## src/rtl/ifu_pkg.sv

```systemverilog
// ifu_pkg: shared constants, FSM encodings and queue sizing for the IFU.
// IFU_QUEUE2_EN selects a 2-entry instruction queue (default 1 entry).
package ifu_pkg;

   localparam int IFU_XLEN = 64;
   localparam logic [IFU_XLEN-1:0] IFU_RESET_PC = 64'h8000_0000;
   localparam int InstWidth = 32;

`ifdef IFU_QUEUE2_EN
   localparam int IFU_DEPTH = 2;
`else
   localparam int IFU_DEPTH = 1;
`endif

   localparam int CountW = $clog2(IFU_DEPTH + 1);

   typedef enum logic [1:0] {
      IFU_REQ  = 2'd0,
      IFU_WAIT = 2'd1,
      IFU_DROP = 2'd2
   } ifu_state_e;

endpackage

```

## src/rtl/ifu_queue.sv

```systemverilog
// ifu_queue: small synchronous FIFO of {pc, inst} entries.
// Flush wins over push/pop; head reads as zero while empty.
module ifu_queue #(
   parameter int DEPTH = 1,
   parameter int W     = 96,
   parameter int CW    = $clog2(DEPTH + 1)
) (
   input  logic          clk,
   input  logic          rst,
   input  logic          push,
   input  logic          pop,
   input  logic          flush,
   input  logic [W-1:0]  wdata,
   output logic [W-1:0]  rdata,
   output logic [CW-1:0] count
);

   localparam int PW = (DEPTH > 1) ? $clog2(DEPTH) : 1;

   logic [W-1:0]  mem [DEPTH];
   logic [PW-1:0] rd_ptr;
   logic [PW-1:0] wr_ptr;
   logic          do_push;
   logic          do_pop;

   function automatic logic [PW-1:0] nxt(input logic [PW-1:0] p);
      if (p == PW'(DEPTH - 1)) return '0;
      return p + 1'b1;
   endfunction

   assign do_pop  = pop && (count != '0);
   assign do_push = push && ((count != CW'(DEPTH)) || do_pop);
   assign rdata   = (count != '0) ? mem[rd_ptr] : '0;

   // pointers, occupancy and storage
   always_ff @(posedge clk or posedge rst) begin
      if (rst) begin
         rd_ptr <= '0;
         wr_ptr <= '0;
         count  <= '0;
         for (int i = 0; i < DEPTH; i++) mem[i] <= '0;
      end else if (flush) begin
         rd_ptr <= '0;
         wr_ptr <= '0;
         count  <= '0;
      end else begin
         if (do_push) begin
            mem[wr_ptr] <= wdata;
            wr_ptr      <= nxt(wr_ptr);
         end
         if (do_pop) rd_ptr <= nxt(rd_ptr);
         if (do_push && !do_pop) count <= count + 1'b1;
         else if (do_pop && !do_push) count <= count - 1'b1;
      end
   end

endmodule

```

## src/rtl/ifu.sv

```systemverilog
// ifu: PC, single-outstanding imem fetch and decode-side queue.
// IFU_QUEUE2_EN keeps fetching while one instruction waits at decode.
module ifu
   import ifu_pkg::*;
#(
   parameter int XLEN = IFU_XLEN,
   parameter logic [XLEN-1:0] RESET_PC = IFU_RESET_PC
) (
   input  logic                 clk,
   input  logic                 rst,
   output logic                 imem_req_valid,
   input  logic                 imem_req_ready,
   output logic [XLEN-1:0]      imem_req_addr,
   input  logic                 imem_resp_valid,
   input  logic [InstWidth-1:0] imem_resp_data,
   input  logic                 redirect_valid,
   input  logic [XLEN-1:0]      redirect_pc,
   output logic                 id_valid,
   input  logic                 id_ready,
   output logic [InstWidth-1:0] id_inst,
   output logic [XLEN-1:0]      id_pc
);

   localparam int EW = XLEN + InstWidth;

   ifu_state_e        state;
   logic [XLEN-1:0]   pc;
   logic [XLEN-1:0]   tag_pc;
   logic [CountW-1:0] q_count;
   logic [EW-1:0]     q_head;
   logic              slot_free;
   logic              req_fire;
   logic              id_fire;
   logic              push;
   logic              unused_pc_lo;

   assign unused_pc_lo = ^redirect_pc[1:0];

`ifdef IFU_QUEUE2_EN
   assign slot_free = (q_count < CountW'(IFU_DEPTH));
`else
   assign slot_free = (q_count == '0) || id_fire;
`endif

   assign id_valid       = (q_count != '0);
   assign id_fire        = id_valid && id_ready;
   assign imem_req_valid = !rst && (state == IFU_REQ) && slot_free;
   assign imem_req_addr  = pc;
   assign req_fire       = imem_req_valid && imem_req_ready;
   assign push           = (state == IFU_WAIT) && imem_resp_valid
                           && !redirect_valid;
   assign id_inst        = q_head[InstWidth-1:0];
   assign id_pc          = q_head[EW-1:InstWidth];

   // pc, request tag and fetch state machine
   always_ff @(posedge clk or posedge rst) begin
      if (rst) begin
         state  <= IFU_REQ;
         pc     <= RESET_PC;
         tag_pc <= '0;
      end else begin
         if (req_fire) tag_pc <= pc;
         if (redirect_valid)
            pc <= {redirect_pc[XLEN-1:2], 2'b00};
         else if (req_fire)
            pc <= pc + XLEN'(4);
         unique case (state)
            IFU_REQ: begin
               if (req_fire)
                  state <= redirect_valid ? IFU_DROP : IFU_WAIT;
            end
            IFU_WAIT: begin
               if (imem_resp_valid) state <= IFU_REQ;
               else if (redirect_valid) state <= IFU_DROP;
            end
            IFU_DROP: begin
               if (imem_resp_valid) state <= IFU_REQ;
            end
            default: state <= IFU_REQ;
         endcase
      end
   end

   ifu_queue #(
      .DEPTH (IFU_DEPTH),
      .W     (EW),
      .CW    (CountW)
   ) u_queue (
      .clk   (clk),
      .rst   (rst),
      .push  (push),
      .pop   (id_fire),
      .flush (redirect_valid),
      .wdata ({tag_pc, imem_resp_data}),
      .rdata (q_head),
      .count (q_count)
   );

endmodule

```

## config.mk

```make
export PLATFORM = sky130hd
export DESIGN_NAME = ifu
export DESIGN_NICKNAME = d
export VERILOG_FILES = /design/src/rtl/ifu_pkg.sv /design/src/rtl/ifu_queue.sv /design/src/rtl/ifu.sv
export SDC_FILE = /design/constraint.sdc
export NUM_CORES = 1
export LEC_CHECK = 0
export BUFFER_PORTS_ARGS = -buffer_cell sky130_fd_sc_hd__buf_2
export CORE_UTILIZATION = 48
export DETAILED_ROUTE_END_ITERATION = 12
export GPL_TIMING_DRIVEN = 0
export PLACE_DENSITY = 0.77
export SYNTH_ARGS = -nofsm -noshare
export SYNTH_HDL_FRONTEND = slang
export SYNTH_SLANG_ARGS = --single-unit
export TNS_END_PERCENT = 20
```

## constraint.sdc

```tcl
create_clock -name clk -period 5.8 [get_ports clk]
set_input_delay 0 -clock clk [delete_from_list [all_inputs] [get_ports clk]]
set_output_delay 0 -clock clk [all_outputs]
set_load 0.005 [all_outputs]
```

==> impl_metrics.json, run 1 <==
{
  "gp_congestion": 0.860,
  "rows": 53,
  "critPathMaxStageDelay_ns": 0.78,
  "drtAntennaViolNets": 0,
  "seqPwrFrac_pct": 48.8,
  "cp-end-kind": "flop",
  "maxCapViolCount": 0,
  "dr.pass1.iters": 6,
  "track_usage_pct": 29.2,
  "grt_pass1_vias": 9367,
  "fp.dieH_um": 149,
  "synth-seq-cells": 221,
  "hold_path_depth": 3,
  "holdWs_ns": 0.0598,
  "drc": 0,
  "critPathKind": "flop to flop",
  "cts_resized": 0,
  "p_comb_share_pct": 16.2,
  "yosysSeqAreaShare_pct": 53.2,
  "max-clock-path-buffers": 3,
  "ys.flop_type": "dfrtp_1",
  "power.leakage_nw": 6.69,
  "cts-root-buf": "clkbuf_16",
  "netSwitchingPower_w": 0.00124,
  "post-route-period-util_pct": 57.1,
  "dieArea_um2": 22300,
  "startpoint_type": "flop",
  "slew_headroom_pct": 36.1,
  "cts_buffers": 24,
  "syn_area_per_cell_um2": 10.0,
  "avgRoutedWirePerCell_um": 18.9,
  "yosysWarningCount": 0,
  "drive_gt1_share_pct": 28.8,
  "async_flop_share_pct": 100,
  "start_util_pct": 49.2,
  "finalSetupViolations": 0,
  "nNetsFinal": 1532,
  "antenna_found_initial": 0,
  "clock-sinks": 221,
  "clk_pin_slew_ns": 0.06,
  "cts_tree": "built",
  "netlist_area_um2": 10400,
  "p_per_area_nw_per_um2": 325,
  "rsz0062_at_grt": "no",
  "timing.rr.start": "state[1]",
  "worst_slew_pin_slew_ns": 0.958,
  "hpwl_um": 21500,
  "drv_slew": 0,
  "num_antenna_cells": 0,
  "rr_worst_depth": 6,
  "p_int_w": 0.00330,
  "p_clk_share_pct": 35.0,
  "core_um2": 21200,
  "vias_per_cell": 5.51,
  "min_path_type": "input port to flop",
  "fin_tns_setup_ns": 0,
  "swShare_pct": 27.3,
  "grt_overflow_total": 0,
  "area_growth_pct": 34.2,
  "synth_cell_types": 46,
  "skew_ns": 0.00791,
  "grt_max_degree": 41,
  "path_cells": "nand2b_1 > or2_2 > nor3_1 > clkbuf_1 > clkbuf_1 > mux2_2",
  "h-tree-depth": 1,
  "io_buffer_count": 257,
  "die_w_um": 149,
  "worstSkewPairLatency_ns": 0.52,
  "fmax_ghz": 0.302,
  "synthCells": 1040,
  "required_ns": 6.20,
  "hold_violations": 0,
  "cp_slowest_cell": "clkbuf_1",
  "ios": 264,
  "period_needed_ns": 3.31,
  "synth-edff-count": 0,
  "vdd_drop_max_uv": 219,
  "crit_top_cell": "clkbuf_1",
  "grt_pass1_wl_um": 50500,
  "vias": 9477,
  "cp_max_fo": 10,
  "wirelength_um": 32600,
  "critPathArrivalTime_ns": 3.71,
  "outcome": "complete, no violations",
  "min_from": "redirect_valid",
  "drt_iter0_markers": 572,
  "worstSetupStartpoint": "state[1]"
}
[registers in the layout, summed over array words and instances (netlist names)]
name,cells
u_queue.count,1
tag_pc,62
imem_req_addr,62
u_queue.mem,94
state,2
[cells by family after synthesis]
group | count (synthesis) | share of synthesized area [%]
AND/OR/NAND/NOR | 521 | 25.2
AO/OA/AOI/OAI | 88 | 5.06
adder cells (fa/ha/maj) | 1 | 0.120
XOR/XNOR | 34 | 2.86
buffers and inverters | 77 | 3.09
multiplexers | 97 | 10.5
flip-flops | 221 | 53.2
other | 1 | 0.0360
[layout make-up]
| type | count | area [µm²] |
|---|---|---|
| timing repair buffer | 360 | 2380 |
| tap | 275 | 344 |
| sequential | 221 | 5530 |
| clock buffer | 32 | 682 |
| buffer | 70 | 295 |
| multi-input combinational | 745 | 4560 |
| inverter | 7 | 30.0 |
| clock inverter | 11 | 138 |
| fill | 1610 | 7200 |
[routing by layer]
layer | routed length [µm] | vias up | track usage (%) | part of all wire [%]
met4 | 1320 | 0 | 12.1 | 4.0
met5 | 0 | - | 0 | 0
met3 | 2370 | 95 | 4.07 | 7.3
met1 | 13400 | 4594 | 38.3 | 41
met2 | 15500 | 438 | 48.6 | 48
li1 | - | 4350 | - | -
[path summary, 6_finish.rpt]
path	endpoint	slack, ns
worst max-delay path	u_queue.mem[74]	2.49
worst min-delay path	imem_req_addr[33]	0.06
worst max register to register	u_queue.mem[74]	2.49
worst min register to register	tag_pc[2]	0.47
max in group asynchronous	imem_req_addr[31]	4.69
min in group asynchronous	state[0]	0.22
[Yosys cell counts (3+ instances only)]
master / n / area (µm²)
nand2_1: 238 / 893
dfrtp_1: 220 / 5510
and2_1: 99 / 619
mux2_2: 96 / 1080
clkbuf_1: 61 / 229
o21ai_0: 39 / 195
nor2_1: 35 / 131
nand3_1: 31 / 155
nand4_1: 26 / 163
or4_1: 24 / 180
xnor2_1: 23 / 201
a31oi_1: 20 / 125
o31ai_1: 14 / 105
nor4_1: 13 / 81.3
xor2_1: 11 / 96.3
and4_1: 10 / 87.6
nor3_1: 10 / 50.1
and3_1: 9 / 56.3
or3_1: 7 / 43.8
a21oi_1: 6 / 30.0
inv_1: 6 / 22.5
o211ai_1: 6 / 45.0
buf_4: 4 / 30.0
or2_2: 4 / 25.0
nor2b_1: 3 / 18.8
[power groups by stage]
stage / logic [W] / registers [W] / clock network [W]
6_report: 0.000737 / 0.00221 / 0.00159
5_1_grt: 0.000818 / 0.00225 / 0.00167
4_1_cts: 0.000730 / 0.00219 / 0.00160
3_5_place_dp: 0.000673 / 0.00221 / 0
3_3_place_gp: 0.000634 / 0.00219 / 0
2_1_floorplan: 0.000466 / 0.00213 / 0
[placed cells by master, fill, tap and decap left out, types with 3 or more instances in the layout]
master         Yosys  routed
buf_2              1     258
nand2_1          238     238
dfrtp_1          220     220
and2_1            99      99
dlygate4sd3_1      0      97
mux2_2            96      96
clkbuf_1          61      65
o21ai_0           39      39
nor2_1            35      35
nand3_1           31      31
nand4_1           26      26
clkbuf_16          0      25
or4_1             24      24
xnor2_1           23      23
a31oi_1           20      20
o31ai_1           14      14
nor4_1            13      13
xor2_1            11      11
nor3_1            10      10
and4_1            10      10
and3_1             9       9
or3_1              7       7
a21oi_1            6       6
o211ai_1           6       6
buf_12             0       6
inv_1              6       5
clkinv_2           0       5
or2_2              4       4
clkinvlp_4         0       4
buf_4              4       4
conb_1             1       4
nor2b_1            3       3
clkbuf_8           0       3
bufinv_16          0       3
[what timing repair did]
action                                  4_1_cts  5_1_grt
hold endpoints to repair                    122        0
hold buffers                                 97        0
buffers inserted                              0        0
endpoints found under the setup margin        0        0
[worst max-delay path: cells and delay by family, from the launching register on]
kind                   cells  cell delay, ns
buffers and inverters      2            1.38
muxes                      1            0.43
and+or+nand+nor            3            0.96
DFF                        1            0.43
[stage by stage]
step | total power [W] | util, % | setup WS, ns | cells | area [µm²]
5_1_grt | 0.00474 | 66.0 | 2.36 | 1721 | 14000
3_5_place_dp | 0.00289 | 57.5 | 2.59 | 1581 | 12200
2_1_floorplan | 0.00259 | - | 2.92 | 1043 | 10400
6_report | 0.00454 | 66.0 | 2.49 | 1721 | 14000
3_3_place_gp | 0.00282 | 57.0 | 1.57 | 1575 | 12000
4_1_cts | 0.00452 | 66.0 | 2.57 | 1721 | 14000
Power figures use the tool's default switching activity.
==> inputs of run 2 (changes only) <==
--- a/config.mk
+++ b/config.mk
@@ -6,10 +6,10 @@
 export NUM_CORES = 1
 export LEC_CHECK = 0
 export BUFFER_PORTS_ARGS = -buffer_cell sky130_fd_sc_hd__buf_2
-export CORE_UTILIZATION = 48
+export CORE_UTILIZATION = 54
 export DETAILED_ROUTE_END_ITERATION = 12
 export GPL_TIMING_DRIVEN = 0
-export PLACE_DENSITY = 0.77
+export PLACE_DENSITY = 0.82
 export SYNTH_ARGS = -nofsm -noshare
 export SYNTH_HDL_FRONTEND = slang
 export SYNTH_SLANG_ARGS = --single-unit
==> constraint.sdc (replaced) <==
create_clock -name clk -period 3.4 [get_ports clk]
set_input_delay 0 -clock clk [delete_from_list [all_inputs] [get_ports clk]]
set_output_delay 0 -clock clk [all_outputs]
set_load 0.005 [all_outputs]
==> impl_metrics.json, run 2 (synthesized netlist as in run 1, its figures left out) <==
{
  "outcome": "complete, no violations",
  "final_core_util_pct": 73.5,
  "area_growth_pct": 32.6,
  "critPathArrivalTime_ns": 3.58,
  "die_w_um": 141,
  "p_per_area_nw_per_um2": 537,
  "vias": 9594,
  "dr.pass1.iters": 5,
  "skew_ns": 0.0279,
  "fmax_ghz": 0.312,
  "cts_tree": "built",
  "gp_congestion": 0.866,
  "maxCapViolCount": 0,
  "drv_slew": 0,
  "post-route-period-util_pct": 94.2,
  "largest_register_ffs": 94,
  "rsz0062_at_grt": "no",
  "final_area_um2": 13800,
  "vdd_drop_max_uv": 483,
  "clk_pin_slew_ns": 0.06,
  "cts_buffers": 23,
  "drc": 0,
  "grt_pass1_wl_um": 50500,
  "p_total_w": 0.00741,
  "postCtsSetupBuffers": 0,
  "cts_resized": 0,
  "hpwl_um": 21000,
  "track_usage_pct": 32.8,
  "drtAntennaViolNets": 0,
  "io_buffer_count": 257,
  "regMostFlops": "u_queue.mem",
  "grt_pass1_vias": 9567,
  "grt_overflow_total": 0,
  "start_util_pct": 55.4,
  "drive_gt1_share_pct": 28.2,
  "hold_violations": 0,
  "top_usage_layer": "met2",
  "multi_input_area_um2": 4560,
  "dieArea_um2": 19800,
  "layout_commonest_cell": "buf_2",
  "clock-sinks": 221,
  "worst_slew_pin_slew_ns": 0.943,
  "grt_max_degree": 44,
  "worstSkewPairLatency_ns": 0.52,
  "vias_per_cell": 5.72,
  "startpoint_type": "flop",
  "finalSetupViolations": 0,
  "final_cell_mix": "258 x buf_2, 238 x nand2_1, 220 x dfrtp_1",
  "holdWs_ns": 0.0783,
  "use_met2_pct": 53.9,
  "cp-end-kind": "flop",
  "wirelength_um": 32000,
  "fp.dieH_um": 141,
  "max-clock-path-buffers": 3,
  "avgRoutedWirePerCell_um": 19.1,
  "fillers": 1306,
  "grt_use_met1_pct": 41.5,
  "dpl_cell_area_um2": 12100,
  "period_needed_ns": 3.20,
  "hold_buffers": 97,
  "register_area_um2": 5530,
  "h-tree-depth": 1,
  "grtUsageMet3_pct": 6.15,
  "critPathKind": "flop to flop",
  "drt_iter0_markers": 672,
  "core_um2": 18800,
  "required_ns": 3.77,
  "cts-root-buf": "clkbuf_16",
  "cp_max_fo": 10,
  "power.leakage_nw": 6.63,
  "slew_headroom_pct": 37.1,
  "rows": 50,
  "min_path_type": "input port to flop",
  "nNetsFinal": 1531,
  "antenna_found_initial": 0,
  "ios": 264
}
## run 2: cell types whose count changed in the layout (fill, tap and decap cells not counted), sizes merged
| cell | change |
|---|---|
| diode | +1 |
| clkinvlp | -3 |
| bufinv | -2 |
| clkinv | -2 |
| clkbuf | +4 |
## run 2: routing by layer
metal	vias up	part of all wire, %
met3	113	7.8
met1	4668	39
met4	0	5.0
met2	474	48
li1	4339	-
met5	-	0
## run 2: power by group
| part | internal, W | switching (W) |
|---|---|---|
| clock network | 0.00139 | 0.000995 |
| registers | 0.00331 | 0.000452 |
| logic | 0.000683 | 0.000579 |
## run 2: final timing paths
kind                                startpoint           endpoint  slack, ns  cells after the start
worst max-delay path                  state[1]    u_queue.mem[18]       0.20                      6
worst min-delay path            redirect_valid  imem_req_addr[26]       0.08                      3
worst max register to register        state[1]    u_queue.mem[18]       0.20                      6
worst min register to register      tag_pc[57]         tag_pc[57]       0.47                      2
max in group asynchronous                  rst    u_queue.mem[90]       2.33                      5
min in group asynchronous                  rst  imem_req_addr[44]       0.19                      3
## run 2: critical path, cell delays in order, from the launching register on
cell and delay, ns:
dfrtp_1 0.42, nand2b_1 0.17, or2_2 0.30, nor3_1 0.47, clkbuf_1 0.77, clkbuf_1 0.53, mux2_2 0.42
## run 2: per-stage QoR
| step | setup TNS [ns] | setup WS, ns | cells |
|---|---|---|---|
| 4_1_cts | 0 | 0.292 | 1677 |
| 3_5_place_dp | 0 | 0.333 | 1540 |
| 3_3_place_gp | -177.29 | -0.818 | 1534 |
| 5_1_grt | 0 | 0.0198 | 1677 |
| 2_1_floorplan | 0 | 0.519 | 1043 |
| 6_report | 0 | 0.198 | 1678 |
## run 2: cell type report
class,count,area share (%)
inverter,7,0.218
timing repair buffer,360,17.2
tap,234,2.12
clock buffer,36,4.75
sequential,221,40.1
multi-input combinational,745,33.1
clock inverter,4,0.327
antenna,1,0.0181
buffer,70,2.14
==> inputs of run 3 (changes only) <==
--- a/config.mk
+++ b/config.mk
@@ -10,6 +10,7 @@
 export DETAILED_ROUTE_END_ITERATION = 12
 export GPL_TIMING_DRIVEN = 0
 export PLACE_DENSITY = 0.82
+export RECOVER_POWER = 100
 export SYNTH_ARGS = -nofsm -noshare
 export SYNTH_HDL_FRONTEND = slang
 export SYNTH_SLANG_ARGS = --single-unit
==> impl_metrics.json, run 3 (synthesized netlist as in run 1, its figures left out) <==
{
  "grt_overflow_total": 0,
  "required_ns": 3.83,
  "critPathKind": "flop to flop",
  "path_depth": 8,
  "cp_slowest_cell": "or4b_1",
  "area_growth_pct": 31.0,
  "layout_commonest_cell": "nand2_1",
  "drtAntennaViolNets": 0,
  "critPathMaxStageDelay_ns": 0.57,
  "slew_headroom_pct": -27.2,
  "regMostFlops": "u_queue.mem",
  "cts_buffers": 23,
  "clk_pin_slew_ns": 0.06,
  "startpoint_type": "flop",
  "rsz0062_at_grt": "no",
  "clock-sinks": 221,
  "power.leakage_nw": 6.36,
  "worstSkewPairLatency_ns": 0.51,
  "postCtsSetupBuffers": 0,
  "fillers": 1360,
  "fp.dieH_um": 141,
  "worst_slew_pin_slew_ns": 1.91,
  "start_util_pct": 55.4,
  "p_clk_share_pct": 32.3,
  "rrSetupSlack_ns": 0.15,
  "largest_register_ffs": 94,
  "p_int_w": 0.00536,
  "rows": 50,
  "min_from": "redirect_valid",
  "path_cells": "nand3_1 > or4b_1 > clkbuf_1 > or4_1 > clkbuf_1 > clkbuf_2 > or4_1 > a31oi_1",
  "max-clock-path-buffers": 3,
  "path_buf_inv": 3,
  "cts_resized": 0,
  "timing.rr.start": "imem_req_addr[8]",
  "p_per_area_nw_per_um2": 542,
  "core_um2": 18800,
  "drt_iter0_markers": 675,
  "netSwitchingPower_w": 0.00203,
  "finalSetupViolations": 0,
  "fmax_ghz": 0.308,
  "path_delay_family": "simple AND/OR/NAND/NOR gates",
  "maxCapViolCount": 2,
  "ios": 264,
  "die_w_um": 141,
  "dpl_cell_area_um2": 12100,
  "failed_checks": "capacitance limit, slew limit",
  "p_comb_share_pct": 16.7,
  "skew_ns": 0.0294,
  "cp-end-kind": "flop",
  "rr_worst_depth": 8,
  "nNetsFinal": 1531,
  "final_cell_mix": "238 x nand2_1, 220 x dfrtp_1, 200 x buf_2",
  "hpwl_um": 21000,
  "vias_per_cell": 5.70,
  "grt_pass1_wl_um": 50500,
  "final_area_um2": 13600,
  "track_usage_pct": 32.8,
  "min_delay_worst_endpoint": "imem_req_addr[26]",
  "post-route-period-util_pct": 95.6,
  "min_path_type": "input port to flop",
  "cp_max_fo": 10,
  "critPathArrivalTime_ns": 3.68,
  "vias": 9578,
  "cts_tree": "built",
  "drv_slew": 77,
  "vdd_drop_max_uv": 485,
  "dr.pass1.iters": 5,
  "gp_congestion": 0.866,
  "p_total_w": 0.00739,
  "dieArea_um2": 19800,
  "drc": 0,
  "swShare_pct": 27.5,
  "io_buffer_count": 257,
  "r2r_end": "imem_req_addr[45]",
  "hold_violations": 0,
  "hold_path_depth": 3,
  "antenna_found_initial": 0,
  "grt_max_degree": 44,
  "h-tree-depth": 1,
  "avgRoutedWirePerCell_um": 19.1,
  "cts-root-buf": "clkbuf_16",
  "grt_pass1_vias": 9567,
  "wirelength_um": 32100,
  "period_needed_ns": 3.25,
  "outcome": "finished with violations",
  "drive_gt1_share_pct": 23.5,
  "seqPwrFrac_pct": 51.0
}
## run 3: worst max-delay path by stage
stage	slack [ns]	start	to
2_1_floorplan	0.52	rst	imem_req_addr[10]
3_3_place_gp	-0.82	rst	u_queue.mem[10]
3_5_place_dp	0.33	state[1]	u_queue.mem[74]
4_1_cts	0.29	state[1]	u_queue.mem[95]
5_1_grt	0.02	imem_req_addr[8]	imem_req_addr[45]
6_report	0.15	imem_req_addr[8]	imem_req_addr[45]
## run 3: final cells by class
type | instances | area [µm²] | area share (%)
multi-input combinational | 745 | 4550 | 33.4
inverter | 7 | 27.5 | 0.202
tap | 234 | 293 | 2.15
clock inverter | 4 | 45.0 | 0.331
buffer | 70 | 280 | 2.06
sequential | 221 | 5530 | 40.6
timing repair buffer | 360 | 2240 | 16.4
clock buffer | 36 | 654 | 4.80
antenna | 2 | 5.00 | 0.0367
## run 3: what timing repair did
item | in CTS | in global routing
endpoints found under the hold margin | 119 | 0
setup endpoints to repair | 0 | 0
hold buffers | 97 | 0
## run 3: metal layers
layer  share of wire (%)  vias up  track usage (%)
met5                   0        -                0
met3                 7.5      111             6.15
li1                    -     4336                -
met4                 4.8        0             17.6
met2                  48      467             53.9
met1                  40     4664             41.5
## run 3: per-stage QoR
step	TNS, ns	hold WS (ns)	worst slack [ns]	utilization (%)	std cells
CTS	0	0.0773	0.292	73.5	1677
global route	0	0.174	0.0159	72.6	1677
global placement	-177.29	0.210	-0.818	63.9	1534
floorplan	0	0.0341	0.519	-	1043
finish	0	0.143	0.148	72.6	1679
detailed placement	0	0.154	0.333	64.6	1540
## run 3: power groups by stage
stage	Combinational [W]	Clock (W)	Sequential, W
after floorplan	0.000794	0	0.00363
after CTS	0.00124	0.00241	0.00373
after global placement	0.00107	0	0.00373
after detailed placement	0.00114	0	0.00377
after global routing	0.00137	0.00253	0.00384
final	0.00123	0.00239	0.00377
## run 3: worst min-delay path, cell delays in order
cell      delay, ns
clkbuf_1       0.18
clkbuf_1       0.25
o21ai_0        0.19
